--- src/rtl/lcd_hd44780_ctrl.sv ---
// rtl/lcd_hd44780_ctrl.sv - HD44780 character-LCD controller with power-on init and byte write port
// Purpose: runs the HD44780 power-on initialisation (8-bit or 4-bit bus), then writes
//   instruction/data bytes offered on a valid/ready handshake, generating E strobes and
//   per-command execution waits from CLK_HZ.
// Ports:
//   CLK, RST                    clock, asynchronous active-high reset
//   in_valid/in_ready           byte handshake; transfer when both high
//   in_rs, in_data              register select and byte for the transfer
//   reinit                      pulse in IDLE to rerun the initialisation
//   init_done                   display configured and accepting bytes
//   LCD_RS/LCD_RW/LCD_E/LCD_DB  panel pins (4-bit mode uses LCD_DB[7:4])
//   state_dbg                   main state: 0 power wait, 1..9 init, 10 idle, 11 user write
module lcd_hd44780_ctrl #(
  parameter int CLK_HZ     = 24000000,
  parameter int BUS_4BIT   = 0,
  parameter int TWO_LINE   = 1,
  parameter int FONT_5X11  = 1,
  parameter int POWERUP_US = 50000,
  parameter int E_CYC      = 6
) (
  input  logic       CLK,
  input  logic       RST,
  input  logic       in_valid,
  output logic       in_ready,
  input  logic       in_rs,
  input  logic [7:0] in_data,
  input  logic       reinit,
  output logic       init_done,
  output logic       LCD_RS,
  output logic       LCD_RW,
  output logic       LCD_E,
  output logic [7:0] LCD_DB,
  output logic [3:0] state_dbg
);
  localparam int US     = CLK_HZ / 1000000;
  localparam int T_PWR  = POWERUP_US * US;
  localparam int T_4100 = 4100 * US;
  localparam int T_1640 = 1640 * US;
  localparam int T_100  = 100 * US;
  localparam int T_42   = 42 * US;
  localparam int T_BIG  = (T_PWR > T_4100) ? T_PWR : T_4100;
  localparam int T_MAX  = (T_BIG > E_CYC) ? T_BIG : E_CYC;
  localparam int CW     = $clog2(T_MAX + 1);
  localparam logic [7:0] FSET = 8'h20 | ((BUS_4BIT != 0) ? 8'h00 : 8'h10)
                              | ((TWO_LINE != 0) ? 8'h08 : 8'h00)
                              | ((FONT_5X11 != 0) ? 8'h04 : 8'h00);

  typedef enum logic [3:0] {
    PWR_WAIT = 4'd0, INIT1 = 4'd1, INIT2 = 4'd2, INIT3 = 4'd3, INIT4 = 4'd4,
    INIT5 = 4'd5, INIT6 = 4'd6, INIT7 = 4'd7, INIT8 = 4'd8, INIT9 = 4'd9,
    IDLE = 4'd10, USER_WRITE = 4'd11
  } state_t;

  typedef enum logic [1:0] {PH_SETUP, PH_PULSE, PH_WAIT} phase_t;

  state_t        state;
  phase_t        phase;
  logic [CW-1:0] cnt;
  logic [7:0]    byte_q;
  logic          lo_nib;
  logic          long_wait;

  logic [CW-1:0] lim;
  logic          done;
  logic          single;
  state_t        nstate;
  logic [7:0]    nbyte;

  // First bus value of a byte: the whole byte, or its high nibble on DB[7:4].
  function automatic logic [7:0] first_bus(input logic [7:0] b);
    return (BUS_4BIT != 0) ? {b[7:4], 4'h0} : b;
  endfunction

  // Length of the phase in progress; the one counter runs 0..lim-1.
  always_comb begin
    lim = CW'(E_CYC);
    if (state == PWR_WAIT) begin
      lim = CW'(T_PWR);
    end else if (phase == PH_WAIT) begin
      case (state)
        INIT1:      lim = CW'(T_4100);
        INIT2:      lim = CW'(T_100);
        INIT7:      lim = CW'(T_1640);
        USER_WRITE: lim = long_wait ? CW'(T_1640) : CW'(T_42);
        default:    lim = CW'(T_42);
      endcase
    end
  end

  assign done = (cnt == lim - CW'(1));

  // The wake-up writes (and the 0x2 switch) are single nibbles on a 4-bit bus.
  assign single = (BUS_4BIT != 0) && (state inside {INIT1, INIT2, INIT3, INIT4});

  // Next init step; the 8-bit bus has no 4-bit switch step.
  always_comb begin
    nstate = state_t'(state + 4'd1);
    if (state == INIT3 && BUS_4BIT == 0) nstate = INIT5;
    case (nstate)
      INIT1, INIT2, INIT3: nbyte = 8'h30;
      INIT4:               nbyte = 8'h20;
      INIT5:               nbyte = FSET;
      INIT6:               nbyte = 8'h08;
      INIT7:               nbyte = 8'h01;
      INIT8:               nbyte = 8'h06;
      default:             nbyte = 8'h0C;
    endcase
  end

  always_ff @(posedge CLK or posedge RST) begin
    if (RST) begin
      state     <= PWR_WAIT;
      phase     <= PH_SETUP;
      cnt       <= '0;
      byte_q    <= 8'h00;
      lo_nib    <= 1'b0;
      long_wait <= 1'b0;
      in_ready  <= 1'b0;
      init_done <= 1'b0;
      LCD_RS    <= 1'b0;
      LCD_E     <= 1'b0;
      LCD_DB    <= 8'h00;
    end else begin
      case (state)
        PWR_WAIT: begin
          if (done) begin
            state  <= nstate;
            phase  <= PH_SETUP;
            cnt    <= '0;
            byte_q <= nbyte;
            lo_nib <= 1'b0;
            LCD_RS <= 1'b0;
            LCD_DB <= first_bus(nbyte);
          end else begin
            cnt <= cnt + CW'(1);
          end
        end
        IDLE: begin
          if (reinit) begin
            state     <= PWR_WAIT;
            cnt       <= '0;
            in_ready  <= 1'b0;
            init_done <= 1'b0;
          end else if (in_valid) begin
            state     <= USER_WRITE;
            phase     <= PH_SETUP;
            cnt       <= '0;
            byte_q    <= in_data;
            lo_nib    <= 1'b0;
            // clear display / return home are the slow instructions
            long_wait <= !in_rs && (in_data[7:2] == 6'd0) && (in_data != 8'd0);
            LCD_RS    <= in_rs;
            LCD_DB    <= first_bus(in_data);
            in_ready  <= 1'b0;
          end
        end
        default: begin
          cnt <= done ? '0 : cnt + CW'(1);
          if (done) begin
            case (phase)
              PH_SETUP: begin
                LCD_E <= 1'b1;
                phase <= PH_PULSE;
              end
              PH_PULSE: begin
                LCD_E <= 1'b0;
                if (BUS_4BIT != 0 && !single && !lo_nib) begin
                  // low nibble goes out after an E_CYC setup gap, no exec wait
                  lo_nib <= 1'b1;
                  LCD_DB <= {byte_q[3:0], 4'h0};
                  phase  <= PH_SETUP;
                end else begin
                  phase <= PH_WAIT;
                end
              end
              default: begin
                if (state == USER_WRITE || state == INIT9) begin
                  state     <= IDLE;
                  in_ready  <= 1'b1;
                  init_done <= 1'b1;
                end else begin
                  state  <= nstate;
                  phase  <= PH_SETUP;
                  byte_q <= nbyte;
                  lo_nib <= 1'b0;
                  LCD_RS <= 1'b0;
                  LCD_DB <= first_bus(nbyte);
                end
              end
            endcase
          end
        end
      endcase
    end
  end

  assign LCD_RW    = 1'b0;
  assign state_dbg = state;

endmodule
--- config.mk ---
export PLATFORM = sky130hd
export DESIGN_NAME = lcd_hd44780_ctrl
export DESIGN_NICKNAME = d
export VERILOG_FILES = /design/src/rtl/lcd_hd44780_ctrl.sv
export SDC_FILE = /design/constraint.sdc
export NUM_CORES = 1
export LEC_CHECK = 0
export CAP_MARGIN = 40
export CORE_UTILIZATION = 35
export DETAILED_ROUTE_END_ITERATION = 7
export PLACE_DENSITY_LB_ADDON = 0.15
export SETUP_SLACK_MARGIN = 0.15
export SLEW_MARGIN = 20
export SYNTH_ARGS = -nofsm -noshare
export SYNTH_HDL_FRONTEND = slang
export SYNTH_SLANG_ARGS = --single-unit
--- constraint.sdc ---
create_clock -name CLK -period 4.6 [get_ports CLK]
set_input_delay 1.38 -clock CLK [delete_from_list [all_inputs] [get_ports CLK]]
set_output_delay 1.38 -clock CLK [all_outputs]
set_load 0.1 [all_outputs]
Yosys cells after proc, flatten, opt, wreduce, memory -nomap -nowiden
Memories as Yosys holds them, arrays and structs flattened.
Index checks and enable logic that the tools add are counted.
{"block": "word_totals", "reg_bits": 40, "rom_bits": 96, "input_bits": 13, "out_inout_bits": 17, "memories": 1}
{"memory": "(no name shown)", "words": 16, "width": 6, "read_ports": 1, "rd_clocked_by_memory_dff": 0, "write_ports": 0, "line": "99", "text": "case (nstate)"}
{"block": "op_classes", "n_addsub": 3, "n_eq_ne": 19, "n_mux": 46, "bitwise_logic": 3, "reduce_logical": 20}
{"op": "$mux 21", "count": 5}
{"op": "$pmux 17 s4", "count": 1}
{"op": "$mux 8", "count": 6}
{"op": "$mux 4", "count": 7}
{"op": "$add 21x1->21 const B", "count": 1}
{"op": "$eq 21x21->1", "count": 1}
{"op": "$sub 21x1->21 const B", "count": 1}
{"op": "$mux 17", "count": 1}
{"op": "$mux 16", "count": 1}
{"op": "$pmux 8 s2", "count": 1}
{"op": "$reduce_and 5->1", "count": 3}
{"op": "$eq 4x4->1 const B", "count": 3}
{"op": "$mux 1", "count": 12}
{"op": "$mux 2", "count": 5}
{"op": "$eq 4x2->1 const B", "count": 2}
{"op": "$ne 2x2->1 const B", "count": 4}
{"op": "$pmux 1 s2", "count": 4}
{"op": "$pmux 2 s2", "count": 2}
{"op": "$pmux 4 s2", "count": 1}
{"op": "$reduce_bool 8->1", "count": 1}
{"op": "$logic_not 6->1", "count": 1}
{"op": "$reduce_and 3->1", "count": 2}
{"op": "$reduce_and 6->1", "count": 1}
{"op": "$reduce_bool 2->1", "count": 3}
{"op": "18 further kinds", "count": 22}

Logic depth before layout (Yosys ltp)
Gate-level depths: netlist (run 1).
{"block": "depth", "ltp_word": 8, "mapped_depth": 15}

Least setup slack after synthesis (run 1)
No wires, ideal clock.
{"block": "synth_path", "kind": "reg-to-reg", "startpoint": "register state[0], in the netlist state_dbg[0]", "endpoint": "register LCD_DB[2]", "setup_time_ps": 120, "arrival_ps": 4233, "t_required_ps": 4480, "slack_ps": 246, "stages_incl_launch_ff": 14, "n_path_buf": 1, "synth_period_minus_slack_ps": 4354, "path_cell_list": "dfrtp_1 > inv_1 > ha_1 > or2_2 > a21boi_0 > nand3_1 > ha_1 > a21o_1 > a2111oi_0 > a311oi_1 > or4_4 > buf_6 > or3_4 > a31o_1"}
{"block": "synth_between", "elab_chain_len": 8, "word_cells_on_any_way": 29, "classes_between": "add/sub (2); eq/ne (13); mux (9); reduce/logical (4); memory (1)"}
{"element": "start: declaration", "line": "56", "text": "state_t state;"}
{"element": "start signal: assignment", "line": "127", "text": "state <= nstate;"}
{"element": "start signal: assignment", "line": "182", "text": "state <= nstate;"}
{"element": "$eq 4x4->1, or another cell as far along", "line": "80, 177"}
{"element": "$pmux 17 s4", "line": "80", "text": "case (state)"}
{"element": "$mux 17", "line": "79", "text": "end else if (phase == PH_WAIT) begin"}
{"element": "$mux 21", "line": "77", "text": "if (state == PWR_WAIT) begin"}
{"element": "$sub 21x1->21", "line": "90", "text": "assign done = (cnt == lim - CW'(1));"}
{"element": "$eq 21x21->1", "line": "90"}
{"element": "$ne 2x2->1 (no line) or $reduce_bool 2->1 (tied branches)"}
{"element": "$reduce_and 6->1 (no line)"}
{"element": "end signal: assignment", "line": "133", "text": "LCD_DB <= first_bus(nbyte);"}
{"element": "end signal: assignment", "line": "153", "text": "LCD_DB <= first_bus(in_data);"}
{"element": "end signal: assignment", "line": "170", "text": "LCD_DB <= {byte_q[3:0], 4'h0};"}
{"element": "end: declaration", "line": "32", "text": "output logic [7:0] LCD_DB,"}
Parallel ways exist; a longest one is shown, timed or not. The select of a mux whose other input is x is not followed.
A chain may end at the register's enable or synchronous reset.

Worst setup path after layout (run 1)
Same ends and word-level chain as after synthesis.

==> results by group, run 1 <==
Timing
  – Final Hold Fails: 0
  – Setup TNS: 0 ps
  – Fin crit period: 4030 ps
  – Clock Skews: approximately 8 ps
  – Tcrit/Tclk final: 0.876
  – Finish-stage setup viols: 0
  – Slew headroom: 0.528
  – Worst slew pin tran: between 700 and 800 ps
  – Slew Limit Fails: 0
  – RSZ-0062 raised after global routing: no
  – Fmax: ~250 MHz

CTS
  – Resize count post-CTS: 0
  – Sink Count: 40
  – CTS Hold Bufs: 0
  – Worst skew pair latency: around 290 ps
  – H-tree depth: 2
  – Clk buf depth: 2
  – Clock-pin slew on the worst setup and hold paths: 80 ps
  – Root buffer cell: clkbuf_8
  – CTS tree: yes
  – Post-CTS setup buffers: 0
  – CTS Buf Count: 5

Floorplanning
  – Io pins: 30
  – Die area: 0.00858 mm²
  – Core area: about 0.008 mm²
  – Row Count: 32
  – Die Y-Extent: 92.7 µm
  – Initial Utilization: 0.367
  – DIE WIDTH: 92.7 µm

Synthesis
  – Post-synthesis cell type count: 68
  – Synth area leader: dfrtp_1
  – Synth warnings: 0
  – Synth Register Bits: 40
  – Synth top area share: 0.348
  – Register area share after synthesis: 0.348
  – Syn Nets: 365
  – EDFF count, synth: 0
  – Mapped Area: 0.00288 mm²
  – Mean Syn Cell Area: 8.36 µm²
  – Top cells by area, synth: dfrtp_1, nand2_1, nor2_1
  – Async set-reset flop share out of synthesis: 1.00
  – Main flop type after synthesis: dfrtp_1
  – Cells after Synth: 344

Finish
  – ANT cells: 0
  – Filler cells: 816
  – Multi-input gate area: 0.00174 mm²
  – Fin area: 0.00357 mm²
  – Finished Layout Cells: 483
  – Final core occ: 0.455
  – Commonest non-fill, non-tap cell in the layout: dfrtp_1
  – Commonest cells after routing, fill and taps aside: dfrtp_1, nand2_1, nor2_1
  – Area grow syn2layout: 24.0%
  – Sequential Area: 0.00100 mm²
  – Final-stage net count: 401
  – Share of cells above drive strength 1: 0.126

Worst setup path
  – WP data arrival: 4210 ps
  – R2R cell count: 12
  – Crit-path max FO: 17
  – Crit path kind: reg2reg
  – Startpoint Class: register
  – Worst reg2reg startpoint: state_dbg[0]
  – Reg2Reg Setup Slack: ~570 ps
  – Worst endpoint required time: 4790 ps
  – Crit. Startpoint: state_dbg[0]
  – Worst setup EP type: register

Routing
  – Initial DRC count: roughly 140
  – First-pass iteration count of the detailed router: 5
  – Vias: 2681
  – Routed WL per cell: 15.6 µm
  – Post-DRT Antenna Nets: 0
  – Via density: between 5 and 6
  – Remaining DRCs: 0
  – Final wirelength: about 7.5 mm

Place
  – PortBufs: 28
  – GPL Wtd Cong: 0.865
  – Placed insts: 474
  – Dpl cell area: 0.00346 mm²
  – Post-DP HPWL: ~5.6 mm

GRT
  – Vias in the first global route: 2467
  – Initial antenna violation count: 0
  – Global-route usage over all layers: 0.190
  – First-pass GRT wire length: around 13 mm
  – Gr ovfl total: 0
  – Pin count of the biggest net entering global routing: 27

Power
  – Max VDD drop: 0.000106 V
  – Static Leakage: between 1 and 1.5 nW
  – Cell Pwr Density: between 150 and 200 mW/mm²

Worst hold path
  – Hold Path Origin: in_ready
  – Class of the worst hold path: reg2reg
  – Worst hold path stage count: 1

Flow run
  – Max Cap Viol: 0

Status
  – Status: complete, no violations
[metrics by stage]
stage          total power [mW]  hold WS [ps]  setup slack [ps]
2_1_floorplan             0.387           477               246
6_report                  0.653           515               572
3_5_place_dp              0.412           491               599
5_1_grt                   0.683           540               279
3_3_place_gp              0.406           496               725
4_1_cts                   0.667           517               579
[routing by layer]
metal	GRT usage	vias to the layer above	wire length, µm
met5	0	-	0
met4	0.0436	0	40
met3	0.0230	2	244
met2	0.283	62	3390
met1	0.291	1305	3870
li1	-	1312	-
[final timing paths]
kind                                  end
worst max-delay path            LCD_DB[2]
worst min-delay path             in_ready
worst min register to register   in_ready
min in group asynchronous          cnt[2]
max in group asynchronous          cnt[9]
worst max register to register  LCD_DB[2]
[state kept, by name, summed over array words and instances (netlist names)]
register and count:
LCD_E 1, init_done 1, state_dbg 4, phase 2, LCD_RS 1, long_wait 1
LCD_DB 8, cnt 21, in_ready 1
[synthesized netlist by cell type, types with 4 or more instances]
master,n
a21oi_1,14
a22oi_1,4
a31oi_1,4
and3_1,7
buf_2,4
clkbuf_1,14
dfrtp_1,40
ha_1,8
inv_1,9
mux2i_1,5
nand2_1,39
nand3_1,23
nand4_1,5
nor2_1,33
nor2b_1,5
nor3_1,18
o21ai_0,20
xnor2_1,12
xor2_1,11
[report_power, final]
part / switching [mW] / internal [mW] / leakage (nW)
logic: 0.0312 / 0.0189 / 0.889
registers: 0.000955 / 0.353 / 0.509
clock network: 0.129 / 0.120 / 0.0510
total: 0.161 / 0.492 / 1.45
[worst max-delay path, stage by stage (launching register included)]
cell and delay, ps:
dfrtp_1 450, inv_1 90, ha_1 290, or2_2 340
a21boi_0 330, nand3_1 120, ha_1 250, a21o_1 220
a2111oi_0 380, a311oi_1 100, or4_4 670, or3_4 440
a31o_1 230
[cell families (layout without fill, tap and decap cells)]
kind of cell    Yosys count  in the layout  synth area share
compound gates           73             73             0.168
xor+xnor                 23             23            0.0700
fa+ha+maj                 8              8            0.0348
buf+inv                  30             67            0.0474
flops                    40             40             0.348
mux                       8              8            0.0291
other cells               1              1           0.00130
simple gates            161            161             0.301
[final cells by class]
type	instances	share of cell area
clock buffer	6	0.0231
clock inverter	2	0.00281
timing repair buffer	50	0.161
inverter	9	0.00947
multi-input combinational	274	0.488
sequential	40	0.281
tap	102	0.0358
No activity file was read; power rests on OpenSTA's default activity.
==> inputs of run 2 (changes only) <==
Settings changed: RECOVER_POWER set to 25.
==> run 2 against run 1 <==
  * The flow now finishes with violations (max-capacitance violations, max-slew violations)
  * Global-route usage unchanged
  * Sequential power about the same
  * Clock skew about the same
  * Maximum frequency about the same
  * Core utilization about the same
  * Register-to-register slack about the same
  * Critical endpoint unchanged
==> results by group, run 2 (synthesis results as in run 1) <==
Status
  – Status: finished, violations left
  – Failing checks: max-capacitance violations, max-slew violations

Routing
  – Remaining DRCs: 0
  – Vias: roughly 2700
  – Routed WL per cell: 15.6 µm
  – First-pass iteration count of the detailed router: 5
  – Post-DRT Antenna Nets: 0
  – Final wirelength: approximately 7.6 mm
  – Via density: 5.56
  – Initial DRC count: ~140

CTS
  – Resize count post-CTS: 0
  – Post-CTS setup buffers: 0
  – Clk buf depth: 2
  – CTS tree: yes
  – Sink Count: 40
  – Clock-pin slew on the worst setup and hold paths: 80 ps
  – H-tree depth: 2
  – CTS Hold Bufs: 0
  – CTS Buf Count: 5
  – Root buffer cell: clkbuf_8
  – Worst skew pair latency: about 290 ps

Worst setup path
  – Worst setup EP type: register
  – Worst path cell trace: inv_1 > ha_1 > or2_2 > a21boi_0 > nand3_1 > ha_1 > a21o_1 > a2111oi_0 > a311oi_1 > or4_4 > or3_4 > a31o_1
  – CP max-delay cell: or4_4
  – Most used cell, CP: ha_1
  – Crit path kind: reg2reg
  – Startpoint Class: register
  – WP data arrival: roughly 4200 ps
  – Crit-path max FO: 17
  – Worst endpoint required time: 4790 ps
  – Largest stage delay on the critical path: 670 ps

Floorplanning
  – Row Count: 32
  – Io pins: 30
  – Die Y-Extent: just over 90 µm
  – DIE WIDTH: 92.7 µm
  – Die area: 0.00858 mm²
  – Initial Utilization: 0.367
  – Core area: roughly 0.0078 mm²

Power
  – Cell Pwr Density: 183 mW/mm²
  – Static Leakage: 1.45 nW
  – Max VDD drop: 0.000105 V

Finish
  – Share of cells above drive strength 1: 0.123
  – Max FFs per register: 21
  – Final-stage net count: 401
  – Commonest cells after routing, fill and taps aside: dfrtp_1, nand2_1, nor2_1
  – Area grow syn2layout: 23.9%
  – Sequential Area: 0.00100 mm²
  – Largest register by flop count: cnt
  – Multi-input gate area: 0.00174 mm²
  – Commonest non-fill, non-tap cell in the layout: dfrtp_1
  – Finished Layout Cells: 483
  – Filler cells: 816
  – ANT cells: 0
  – Fin area: between 0.003 and 0.004 mm²

Place
  – GPL Wtd Cong: 0.865
  – Dpl cell area: ~0.0035 mm²
  – PortBufs: 28
  – Placed insts: 474
  – Post-DP HPWL: 5.58 mm

GRT
  – First-pass GRT wire length: around 13 mm
  – Gr ovfl total: 0
  – Vias in the first global route: 2467
  – Global-route usage over all layers: 0.190
  – Initial antenna violation count: 0
  – Pin count of the biggest net entering global routing: 27

Timing
  – Slew headroom: -0.0233
  – Worst slew pin tran: 1530 ps
  – Fin crit period: 4030 ps
  – Setup TNS: 0 ps
  – Finish-stage setup viols: 0
  – Slew Limit Fails: 27
  – RSZ-0062 raised after global routing: no
  – Tcrit/Tclk final: 0.876
  – Clock Skews: between 8 and 9 ps
  – Final Hold Fails: 0
  – Fmax: ~250 MHz

Worst hold path
  – Class of the worst hold path: reg2reg

Flow run
  – Max Cap Viol: 1
## run 2: metal layers
layer  wire (µm)  global-route usage
met1        3830               0.291
met2        3400               0.283
met3         286              0.0230
met4          40              0.0436
met5           0                   0
## run 2: final cells by class
cell class              instances  area share
repair buffers                 50       0.160
inverters                       9     0.00948
clock inverters                 2     0.00281
well taps                     102      0.0358
flip-flops and latches         40       0.281
multi-input cells             274       0.488
clock buffers                   6      0.0232
## run 2: worst paths after layout
path                         startpoint        end  cells after the start  slack, ps
setup / recovery           state_dbg[0]  LCD_DB[2]                     12        570
hold / removal                 in_ready   in_ready                      1        520
setup reg to reg           state_dbg[0]  LCD_DB[2]                     12        570
hold reg to reg                in_ready   in_ready                      1        520
max in group asynchronous           RST     cnt[9]                      3       1360
min in group asynchronous           RST     cnt[2]                      2       1500
## run 2: power by group
group / total [mW] / switching (mW) / internal, mW
Sequential: 0.354 / 0.000951 / 0.353
Combinational: 0.0496 / 0.0312 / 0.0184
Clock: 0.249 / 0.129 / 0.120
Total: 0.652 / 0.161 / 0.491
## run 2: worst max-delay path, delay by kind of cell, from the launching register on
kind,cells,cell delay (ps)
AOI/OAI and AO/OA,5,1260
adders and majority gates,2,540
and+or+nand+nor,4,1580
buffers and inverters,1,90
DFF,1,450
## run 2: metrics by stage
stage | util | setup slack [ps] | power [mW] | hold WS [ps]
2_1_floorplan | - | 246 | 0.387 | 477
3_3_place_gp | 0.410 | 725 | 0.406 | 496
3_5_place_dp | 0.441 | 599 | 0.412 | 491
4_1_cts | 0.453 | 579 | 0.667 | 517
5_1_grt | 0.454 | 279 | 0.683 | 540
6_report | 0.454 | 571 | 0.652 | 515
==> inputs of run 3 (changes only) <==
Settings changed: HOLD_SLACK_MARGIN set to 0.03, SLEW_MARGIN 20 to 15.
==> run 3 against run 2 <==
  * The flow still finishes with violations (max-capacitance violations, max-slew violations)
  * Clock power is essentially flat
  * Hold slack gained 1.7 ps
  * Worst setup slack gained 4.3 ps
  * Flip-flop and latch count is the same
  * Largest cell class unchanged
==> results by group, run 3 (synthesis results as in run 1) <==
Status
  – Status: finished, violations left
  – Failing checks: max-capacitance violations, max-slew violations

GRT
  – Initial antenna violation count: 0
  – Gr ovfl total: 0
  – Global-route usage over all layers: 0.190
  – First-pass GRT wire length: 12.9 mm
  – Vias in the first global route: between 2000 and 2500
  – Pin count of the biggest net entering global routing: 27

CTS
  – CTS Hold Bufs: 0
  – Root buffer cell: clkbuf_8
  – Sink Count: 40
  – CTS Buf Count: 5
  – Clock-pin slew on the worst setup and hold paths: about 90 ps
  – H-tree depth: 2
  – Resize count post-CTS: 0
  – Post-CTS setup buffers: 0
  – Worst skew pair latency: 290 ps
  – CTS tree: yes
  – Clk buf depth: 2

Place
  – Placed insts: 474
  – Place WS: 599 ps
  – GPL Wtd Cong: 0.865
  – PortBufs: 28
  – Post-DP HPWL: 5.58 mm

Worst setup path
  – CP Capture Point: LCD_DB[2]
  – Crit-path max FO: 17
  – Most used cell, CP: ha_1
  – Reg2Reg Setup Slack: about 580 ps
  – Critical R2R Capture: LCD_DB[2]
  – Top cell family by delay on the critical path: simple AND/OR/NAND/NOR gates
  – Largest stage delay on the critical path: 670 ps
  – Crit path kind: reg2reg
  – Instance count on the critical path: 12
  – Worst path cell trace: inv_1 > ha_1 > or2_2 > a21boi_0 > nand3_1 > ha_1 > a21o_1 > a2111oi_0 > a311oi_1 > or4_4 > or3_4 > a31o_1
  – Worst endpoint required time: 4790 ps
  – WP data arrival: 4210 ps
  – Worst reg2reg startpoint: state_dbg[0]
  – Crit. Startpoint: state_dbg[0]
  – Startpoint Class: register
  – Crit path buffers/inverters: 1
  – CP max-delay cell: or4_4
  – Worst setup EP type: register
  – R2R cell count: 12

Finish
  – Commonest non-fill, non-tap cell in the layout: dfrtp_1
  – Largest register by flop count: cnt
  – Commonest cells after routing, fill and taps aside: dfrtp_1, nand2_1, nor2_1
  – Multi-input gate area: 0.00174 mm²
  – Finished Layout Cells: 482
  – ANT cells: 0
  – Final-stage net count: 400
  – Max FFs per register: 21
  – Area grow syn2layout: 23.4%
  – Share of cells above drive strength 1: 0.121
  – Filler cells: 815
  – Sequential Area: 0.00100 mm²

Floorplanning
  – Die Y-Extent: 92.7 µm
  – Core area: 0.00785 mm²
  – Die area: approximately 0.0086 mm²
  – Initial Utilization: 0.367
  – DIE WIDTH: 92.7 µm
  – Row Count: 32
  – Io pins: 30

Timing
  – Setup TNS: 0 ps
  – Clock Skews: roughly 8.4 ps
  – RSZ-0062 raised after global routing: no
  – Worst slew pin tran: 1510 ps
  – Final Hold Fails: 0
  – Slew Limit Fails: 27
  – Worst setup margin: 575 ps
  – Slew headroom: -0.00832
  – Fmax: 248 MHz
  – Tcrit/Tclk final: 0.875
  – Finish-stage setup viols: 0
  – Fin crit period: 4020 ps

Routing
  – Final wirelength: 7.55 mm
  – Routed WL per cell: 15.7 µm
  – Vias: roughly 2600
  – Post-DRT Antenna Nets: 0
  – Initial DRC count: 123
  – Via density: 5.48
  – Remaining DRCs: 0
  – First-pass iteration count of the detailed router: 4

Power
  – Tot Pwr: about 0.65 mW
  – Static Leakage: approximately 1.4 nW
  – Max VDD drop: 0.000105 V
  – Cell Pwr Density: between 150 and 200 mW/mm²

Flow run
  – Max Cap Viol: 1

Worst hold path
  – Class of the worst hold path: reg2reg
## run 3: cell count changes in the layout (fill, tap and decap cells not counted)
cell	change
buf_8	-1
## run 3: report_power, final
| group | switching [mW] | total [mW] | internal (mW) |
|---|---|---|---|
| logic | 0.0312 | 0.0495 | 0.0184 |
| registers | 0.000940 | 0.354 | 0.353 |
| clock network | 0.130 | 0.250 | 0.120 |
## run 3: worst min-delay path by stage
| stage | from | end | depth (start not counted) |
|---|---|---|---|
| finish | in_ready | in_ready | 1 |
| CTS | in_ready | in_ready | 1 |
| detailed placement | init_done | init_done | 1 |
| floorplan | long_wait | long_wait | 2 |
| global placement | in_ready | in_ready | 1 |
| global route | in_ready | in_ready | 1 |
## run 3: metrics by stage
| stage | util | instance area [µm²] | hold WS [ps] |
|---|---|---|---|
| CTS | 0.453 | 3550 | 517 |
| global route | 0.452 | 3550 | 540 |
| finish | 0.452 | 3550 | 517 |
| global placement | 0.410 | 3220 | 496 |
| floorplan | - | 2880 | 477 |
| detailed placement | 0.441 | 3460 | 491 |
## run 3: routing by layer
layer  GRT usage  share of wire  routed length [µm]  vias up
met4      0.0436         0.0053                  40        0
met5           0              0                   0        -
met3      0.0230          0.027                 204        2
met2       0.283           0.45                3390       55
met1       0.291           0.52                3920     1277
li1            -              -                   -     1306
## run 3: worst register-to-register path, stage by stage (launching register included)
cell and delay, ps:
dfrtp_1 450, inv_1 90, ha_1 290, or2_2 340, a21boi_0 330, nand3_1 130, ha_1 250, a21o_1 220
a2111oi_0 380, a311oi_1 100, or4_4 670, or3_4 450, a31o_1 230
## run 3: final cells by class
class,instances,area share
clock buffers,6,0.0233
clock inverters,2,0.00282
inverters,9,0.00952
multi-input cells,274,0.490
flip-flops and latches,40,0.282
well taps,102,0.0360
repair buffers,49,0.156
